File: config.mk
export PLATFORM = sky130hd
export DESIGN_NAME = store_tile_serializer
export DESIGN_NICKNAME = d
export VERILOG_FILES = /design/src/rtl/store_tile_serializer.sv
export SDC_FILE = /design/constraint.sdc
export NUM_CORES = 1
export LEC_CHECK = 0
export ABC_CLOCK_PERIOD_IN_PS = 28500
export BUFFER_PORTS_ARGS = -buffer_cell sky130_fd_sc_hd__buf_2
export CAP_MARGIN = 10
export CORE_UTILIZATION = 45
export DETAILED_ROUTE_END_ITERATION = 6
export PLACE_DENSITY = 0.79
export SETUP_SLACK_MARGIN = 0.4
export SLEW_MARGIN = 40
export SYNTH_ARGS = -nofsm -noshare
export SYNTH_HDL_FRONTEND = slang
export SYNTH_SLANG_ARGS = --single-unit
File: constraint.sdc
create_clock -name clk -period 28.5 [get_ports clk]
set_input_delay 4.275 -clock clk [delete_from_list [all_inputs] [get_ports clk]]
set_output_delay 4.275 -clock clk [all_outputs]
set_load 0.005 [all_outputs]
File: src/rtl/store_tile_serializer.sv
// store_tile_serializer
//
// Byte engine at the end of the STORE path. After start it pulls source-buffer tiles one at a
// time from the buffer controller and turns each tile into single-byte DRAM writes over a
// req/ready port. It stops after exactly `length` elements. When the last byte has been
// accepted it pulses done.
//
// Optional feature: define STORE_SER_TIMEOUT_EN to abort a write that waits on mem_ready for
// TIMEOUT_CYCLES cycles. The abort drops mem_req, pulses error and returns to idle without a
// done pulse. With the macro undefined, error is tied low and waits are unbounded.
//
// Ports:
//   clk, rst          clock; asynchronous active-high reset
//   start             begin an operation (only honoured when idle)
//   dram_addr         DRAM base byte address, latched on start
//   length            element count 0..1023, latched on start
//   buf_id            source buffer id, latched on start
//   buf_read_en/id    one-cycle tile read request to the buffer controller
//   buf_read_data     returned tile, element i at bits [i*DATA_WIDTH +: DATA_WIDTH]
//   buf_read_done     single-cycle strobe marking buf_read_data valid
//   mem_req/we        memory write request; we always mirrors req
//   mem_addr/wdata    write byte address and data
//   mem_ready         memory accepts the current beat
//   done              one-cycle completion pulse
//   error             one-cycle timeout abort pulse

module store_tile_serializer #(
    parameter int unsigned ADDR_WIDTH = 24,
    parameter int unsigned DATA_WIDTH = 8,
    parameter int unsigned TILE_WIDTH = 256
`ifdef STORE_SER_TIMEOUT_EN
    ,
    parameter int unsigned TIMEOUT_CYCLES = 1024
`endif
) (
    input  logic                  clk,
    input  logic                  rst,
    input  logic                  start,
    input  logic [ADDR_WIDTH-1:0] dram_addr,
    input  logic [9:0]            length,
    input  logic [4:0]            buf_id,
    output logic                  buf_read_en,
    output logic [4:0]            buf_read_id,
    input  logic [TILE_WIDTH-1:0] buf_read_data,
    input  logic                  buf_read_done,
    output logic                  mem_req,
    output logic                  mem_we,
    output logic [ADDR_WIDTH-1:0] mem_addr,
    output logic [DATA_WIDTH-1:0] mem_wdata,
    input  logic                  mem_ready,
    output logic                  done,
    output logic                  error
);

    localparam int unsigned TILE_ELEMS = TILE_WIDTH / DATA_WIDTH;
    localparam int unsigned IDX_W      = (TILE_ELEMS > 1) ? $clog2(TILE_ELEMS) : 1;
    localparam logic [IDX_W-1:0] LAST_IDX = IDX_W'(TILE_ELEMS - 1);

    typedef enum logic [2:0] {
        StIdle,
        StRdReq,
        StRdWait,
        StWrite,
        StFinish
    } state_e;

    state_e                state_q, state_d;
    logic [ADDR_WIDTH-1:0] base_q, base_d;
    logic [9:0]            len_q, len_d;
    logic [9:0]            cnt_q, cnt_d;
    logic [IDX_W-1:0]      idx_q, idx_d;
    logic [4:0]            rd_id_q, rd_id_d;
    logic                  rd_en_q, rd_en_d;
    logic                  req_q, req_d;
    logic [ADDR_WIDTH-1:0] addr_q, addr_d;
    logic [DATA_WIDTH-1:0] wdata_q, wdata_d;
    logic                  done_q, done_d;
    logic [DATA_WIDTH-1:0] tile_q [TILE_ELEMS];
    logic                  tile_load;
    logic [9:0]            cnt_inc;
    logic [IDX_W-1:0]      idx_inc;

`ifdef STORE_SER_TIMEOUT_EN
    localparam int unsigned TMO_W = $clog2(TIMEOUT_CYCLES + 1);
    logic [TMO_W-1:0] tmo_q, tmo_d;
    logic             err_q, err_d;
`endif

    assign cnt_inc = cnt_q + 10'd1;
    assign idx_inc = idx_q + 1'b1;

    always_comb begin
        state_d   = state_q;
        base_d    = base_q;
        len_d     = len_q;
        cnt_d     = cnt_q;
        idx_d     = idx_q;
        rd_id_d   = rd_id_q;
        rd_en_d   = 1'b0;
        req_d     = req_q;
        addr_d    = addr_q;
        wdata_d   = wdata_q;
        done_d    = 1'b0;
        tile_load = 1'b0;
`ifdef STORE_SER_TIMEOUT_EN
        tmo_d     = '0;
        err_d     = 1'b0;
`endif

        unique case (state_q)
            StIdle: begin
                if (start) begin
                    base_d  = dram_addr;
                    len_d   = length;
                    rd_id_d = buf_id;
                    cnt_d   = '0;
                    idx_d   = '0;
                    if (length == 10'd0) begin
                        done_d  = 1'b1;
                        state_d = StFinish;
                    end else begin
                        rd_en_d = 1'b1;
                        state_d = StRdReq;
                    end
                end
            end

            // buf_read_en is already high this cycle; it was registered on entry.
            StRdReq: state_d = StRdWait;

            StRdWait: begin
                if (buf_read_done) begin
                    tile_load = 1'b1;
                    idx_d     = '0;
                    req_d     = 1'b1;
                    addr_d    = base_q + ADDR_WIDTH'(cnt_q);
                    wdata_d   = buf_read_data[DATA_WIDTH-1:0];
                    state_d   = StWrite;
                end
            end

            // mem_req is always high in this state, so mem_ready alone marks a handshake.
            StWrite: begin
                if (mem_ready) begin
                    cnt_d = cnt_inc;
                    idx_d = idx_inc;
                    if (cnt_inc == len_q) begin
                        req_d   = 1'b0;
                        done_d  = 1'b1;
                        state_d = StFinish;
                    end else if (idx_q == LAST_IDX) begin
                        req_d   = 1'b0;
                        rd_en_d = 1'b1;
                        state_d = StRdReq;
                    end else begin
                        addr_d  = base_q + ADDR_WIDTH'(cnt_inc);
                        wdata_d = tile_q[idx_inc];
                    end
                end
`ifdef STORE_SER_TIMEOUT_EN
                else if (tmo_q == TMO_W'(TIMEOUT_CYCLES - 1)) begin
                    req_d   = 1'b0;
                    err_d   = 1'b1;
                    state_d = StIdle;
                end else begin
                    tmo_d = tmo_q + 1'b1;
                end
`endif
            end

            StFinish: state_d = StIdle;

            default: state_d = StIdle;
        endcase
    end

    always_ff @(posedge clk or posedge rst) begin
        if (rst) begin
            state_q <= StIdle;
            base_q  <= '0;
            len_q   <= '0;
            cnt_q   <= '0;
            idx_q   <= '0;
            rd_id_q <= '0;
            rd_en_q <= 1'b0;
            req_q   <= 1'b0;
            addr_q  <= '0;
            wdata_q <= '0;
            done_q  <= 1'b0;
        end else begin
            state_q <= state_d;
            base_q  <= base_d;
            len_q   <= len_d;
            cnt_q   <= cnt_d;
            idx_q   <= idx_d;
            rd_id_q <= rd_id_d;
            rd_en_q <= rd_en_d;
            req_q   <= req_d;
            addr_q  <= addr_d;
            wdata_q <= wdata_d;
            done_q  <= done_d;
        end
    end

    // Tile storage is data-only and always written before it is read, so it has no reset.
    always_ff @(posedge clk) begin
        if (tile_load) begin
            for (int i = 0; i < TILE_ELEMS; i++) begin
                tile_q[i] <= buf_read_data[i*DATA_WIDTH +: DATA_WIDTH];
            end
        end
    end

`ifdef STORE_SER_TIMEOUT_EN
    always_ff @(posedge clk or posedge rst) begin
        if (rst) begin
            tmo_q <= '0;
            err_q <= 1'b0;
        end else begin
            tmo_q <= tmo_d;
            err_q <= err_d;
        end
    end

    assign error = err_q;
`else
    assign error = 1'b0;
`endif

    assign buf_read_en = rd_en_q;
    assign buf_read_id = rd_id_q;
    assign mem_req     = req_q;
    assign mem_we      = req_q;
    assign mem_addr    = addr_q;
    assign mem_wdata   = wdata_q;
    assign done        = done_q;

endmodule

Word-level counts from Yosys, hierarchy flattened

Memory sizes are Yosys's and may differ from the RTL's.
Cells that the tools add are included.

Add/sub/neg operators: 4
Equality and inequality tests: 11
Muxes and demuxes: 44
Reduce and logical (&&, ||, !) cells: 11

Operators with widths:

| operator                                            | number |
|---|---|
| 2-to-1 mux 24 bit                                   | 4 |
| adder 24 x 10 -> 24 bit                             | 2 |
| case mux 24 bit (2 select lines)                    | 1 |
| 2-to-1 mux 8 bit                                    | 4 |
| 2-to-1 mux 10 bit                                   | 2 |
| case mux 10 bit (2 select lines)                    | 1 |
| 2-to-1 mux 3 bit                                    | 6 |
| 2-to-1 mux 1 bit                                    | 17 |
| case mux 8 bit (2 select lines)                     | 1 |
| 2-to-1 mux 5 bit                                    | 3 |
| case mux 5 bit (3 select lines)                     | 1 |
| case mux 3 bit (4 select lines)                     | 1 |
| AND reduction 4 bit                                 | 3 |
| adder 10 x 1 -> 10 bit, second input constant       | 1 |
| equality test 10 bit                                | 1 |
| zero test 10 bit                                    | 1 |
| inequality test 2 bit, second input constant        | 5 |
| equality test 3 x 2 -> 1 bit, second input constant | 2 |
| case mux 1 bit (2 select lines)                     | 3 |
| adder 5 x 1 -> 5 bit, second input constant         | 1 |
| equality test 5 bit, second input constant          | 1 |
| AND reduction 5 bit                                 | 1 |
| nonzero test 2 bit                                  | 2 |
| equality test 3 x 1 -> 1 bit, second input constant | 1 |
| 5 further kinds                                     | 5 |

Bits in registers: 92
Bits in writable memories: 256
Bits of input ports: 300
Output and inout port bits: 42
Logic and storage cells: 82
Memories: 1

Memory list:

| name   | words | width | read ports | clocked after memory_dff | write ports | line | RTL |
|---|---|---|---|---|---|---|---|
| tile_q | 32    | 8     | 1          | 0                        | 32          | 78   | `logic [DATA_WIDTH-1:0] tile_q [TILE_ELEMS];` |

Logic depth before layout (Yosys ltp)

Depth after elaboration: 6
Depth in mapped cells: 16
Depth with buffers taken out: 15

Worst setup path before layout

Ideal clock, no wire load.

Kind: input-to-reg
Start point: input buf_read_done
End point: register addr_q[0], in the netlist mem_addr[0]
Library setup time: 0.125 ns
Arrival: 26.256 ns
Required time: 28.375 ns
Path slack: 2.119 ns
Cell stages on the path: 6
Path through: nand2_1 -> nor3_1 -> o21ai_0 -> a21oi_4 -> buf_6 -> mux2_4

Word-level cells in the longest chain between the ends: 2

RTL lines:

| element                         | line | RTL |
|---|---|---|
| start, declared                 | 45   | `input logic buf_read_done,` |
| inequality test 2 bit (no line) | --   |  |
| AND reduction 5 bit (no line)   | --   |  |
| end signal, assigned            | 199  | `addr_q <= addr_d;` |
| end, declared                   | 75   | `logic [ADDR_WIDTH-1:0] addr_q, addr_d;` |

Every way passes these cells.
A chain may end at the register's enable or synchronous reset.

Worst setup path in the final report

Start point: input buf_read_done
End point: register addr_q[5], in the netlist mem_addr[5]

The elaborated chain is that of the path after synthesis.

==> run metrics <==
share of cells above drive strength 1=around 44%; Post-synth EDFFs=roughly 260; Die W=approximately 180 um; Syn Nets=roughly 1200; GP Congestion=0.855; largest net degree at the start of global routing=~120; commonest cells after routing, fill and taps aside=buf_2 (340), edfxtp_1 (256), dfrtp_1 (91); Yosys reg bits=~350; # resized after CTS=0; worst-path cell chain=buf_2 -> nand2_1 -> nor3_2 -> buf_4 -> o21ai_0 -> a21oi_4 -> buf_4 -> mux2_2; total gr overflow=0; Post-CTS Hold Buffers=0; Peak Freq=approximately 0.15 GHz; I/O Pins=roughly 340; Fin. Hold Viols=0; CP Class=in -> reg; syn_area_per_cell=between 15 and 20 um2; min-delay src=buf_read_id[0]; initial antenna violation count=11; Final setup viols=0; Syn. warnings=0; clock latency on the worst-skew pair=0.54 ns; DRC=0; RSZ-0062 raised after global routing=false; # rows=65; Die ar.=around 33000 um2; Cells after DPL=1565; Worst Tran Pin Value=between 0.8 and 0.9 ns; RR Endpoint=mem_addr[22]; drt first pass iters=7; Yosys cell types=between 50 and 60; clock buffer count from CTS=37; Port Buffer Count=340; largest area contributor in the netlist=edfxtp_1; CP required=28.91 ns; leading post-synthesis cells by cell area=edfxtp_1 (53%), dfrtp_1 (16%), mux4_2 (11%); Rel. slew slack=about 45%; area share of the largest cell type after synthesis=a little over half; Vias=slightly below 9000; Crit path largest cell delay=about 0.63 ns; total of max-cap violations=0; DRT Wirelength=33300 um; RR Startpoint=state_q[1]; min-delay worst type=reg -> reg; post-synthesis instance total=854; overall routing resource usage=between 20% and 30%; clock sink count=between 300 and 400; Die Ht=roughly 180 um; P&R area growth vs syn=23.5%; DR vias/cell=5.37; Clock Skew=0.0113 ns; design area=roughly 18000 um2; H-tree Lvls=2; Worst R2R Setup Slack=roughly 25 ns; DRT iter0 DRCs=around 610; Final min period=approximately 6.5 ns; Hold Path End=buf_read_id[0]; Post-CTS Setup Inserts=0; post-synthesis sequential area ratio=between 60% and 70%; fin cells=about 1600; nets=~1500; Final Total Pwr=about 1600 uW; Final ANT Viol Nets=0; fill count=between 2000 and 2500; CTS clock-pin slew for the worst setup and hold paths=roughly 0.06 ns; Worst setup EP type=flop; Post-Place Cell Area=between 15000 and 20000 um2; commonest non-fill, non-tap cell in the layout=buf_2; crit path max fanout=60; Primary FF master, synth=edfxtp_1; setup_tns=0 ns; Lkg Pwr=0.00703 uW; asr flop ratio synth=a little over a quarter; crit share post-route=between 20% and 30%; Root Buffer=clkbuf_16; slowest cell on the critical path=buf_4; Cell Pwr Density=around 90 nW/um2; TritonCTS clock tree=built; final max-slew violation count=0; status=complete, no violations; first-pass GRT wire length=roughly 50000 um; core area=between 30000 and 40000 um2; hold depth=1; Starting Density=between 40% and 50%; vias in the first global route=8992; Routed WL per cell=roughly 20 um; CP arrival=~7 ns; Max Buffers Root-to-Sink=3; Worst setup SP type=input pin; Mapped Area=around 15000 um2; Crit path top cell by count=buf_4; FF-to-FF path depth=15; Worst VDD drop=57.5 uV; DPL Wire Length=roughly 24000 um
-- worst max-delay path, delay by kind of cell --
kind                   cells  cell delay (ns)
buffers and inverters      3             1.24
AOI/OAI and AO/OA          2             0.76
muxes                      1             0.39
and+or+nand+nor            2             0.19
-- synth_stat cells (9+ instances only) --
cell	number
edfxtp_1	256
dfrtp_1	92
mux4_2	72
nor2_1	50
mux2_2	46
nand2_1	39
a21oi_1	38
xnor2_1	25
clkbuf_1	22
o21ai_0	19
nand3_1	17
xor2_1	17
ha_1	15
mux2i_1	15
nand2b_1	13
inv_1	10
o22ai_1	9
-- through the flow --
stage	hold WS, ns	worst slack (ns)	util, %
floorplan	0.456	2.12	-
global placement	0.473	21.52	52.7
detailed placement	0.492	21.44	52.8
CTS	0.506	21.98	56.7
global route	0.526	21.78	56.8
finish	0.503	22.00	56.8
-- area by class of cell --
type	count	area, um2	area share (%)
Antenna cell	6	15.0	0.0834
Clock buffer	48	1040	5.77
Clock inverter	20	203	1.13
Inverter	10	40.0	0.222
Multi-Input combinational cell	455	4390	24.4
Sequential cell	348	9990	55.5
Tap cell	402	503	2.79
Timing Repair Buffer	350	1830	10.1
-- state kept, by name, summed over array words and instances (netlist names), 3 cells and up --
register / count
mem_wdata: 8
cnt_q: 10
base_q: 24
idx_q: 5
tile_q: 256
buf_read_id: 5
mem_addr: 24
state_q: 3
len_q: 10
-- how the worst max path moves through the flow --
stage | slack (ns) | startpoint | to
2_1_floorplan | 2.12 | buf_read_done | mem_addr[0]
3_3_place_gp | 21.52 | buf_read_done | mem_addr[9]
3_5_place_dp | 21.44 | buf_read_done | mem_addr[7]
4_1_cts | 21.98 | buf_read_done | mem_addr[8]
5_1_grt | 21.78 | buf_read_done | mem_addr[5]
6_report | 22.00 | buf_read_done | mem_addr[5]
-- power breakdown --
part / internal (uW) / switching, uW
clock: 287 / 196
combinational: 262 / 243
sequential: 595 / 44.6
-- cell families (layout without fill, tap and decap cells) --
logic type      after synthesis  count (layout)  synth area share, %
compound gates              104             104                 4.73
simple gates                156             156                 5.11
fa+ha+maj                    16              16                 1.42
buf+inv                      51             428                 1.68
mux                         135             135                 15.9
other cells                   1               7               0.0257
xor+xnor                     43              43                 2.63
flops                       348             348                 68.5
-- per-layer routing --
metal	track usage [%]	part of all wire (%)	vias up
li1	-	-	4044
met1	24.1	38	4296
met2	34.7	51	362
met3	5.31	7.5	84
met4	8.07	3.3	8
met5	0	0.14	-
Power figures use the tool's default switching activity.
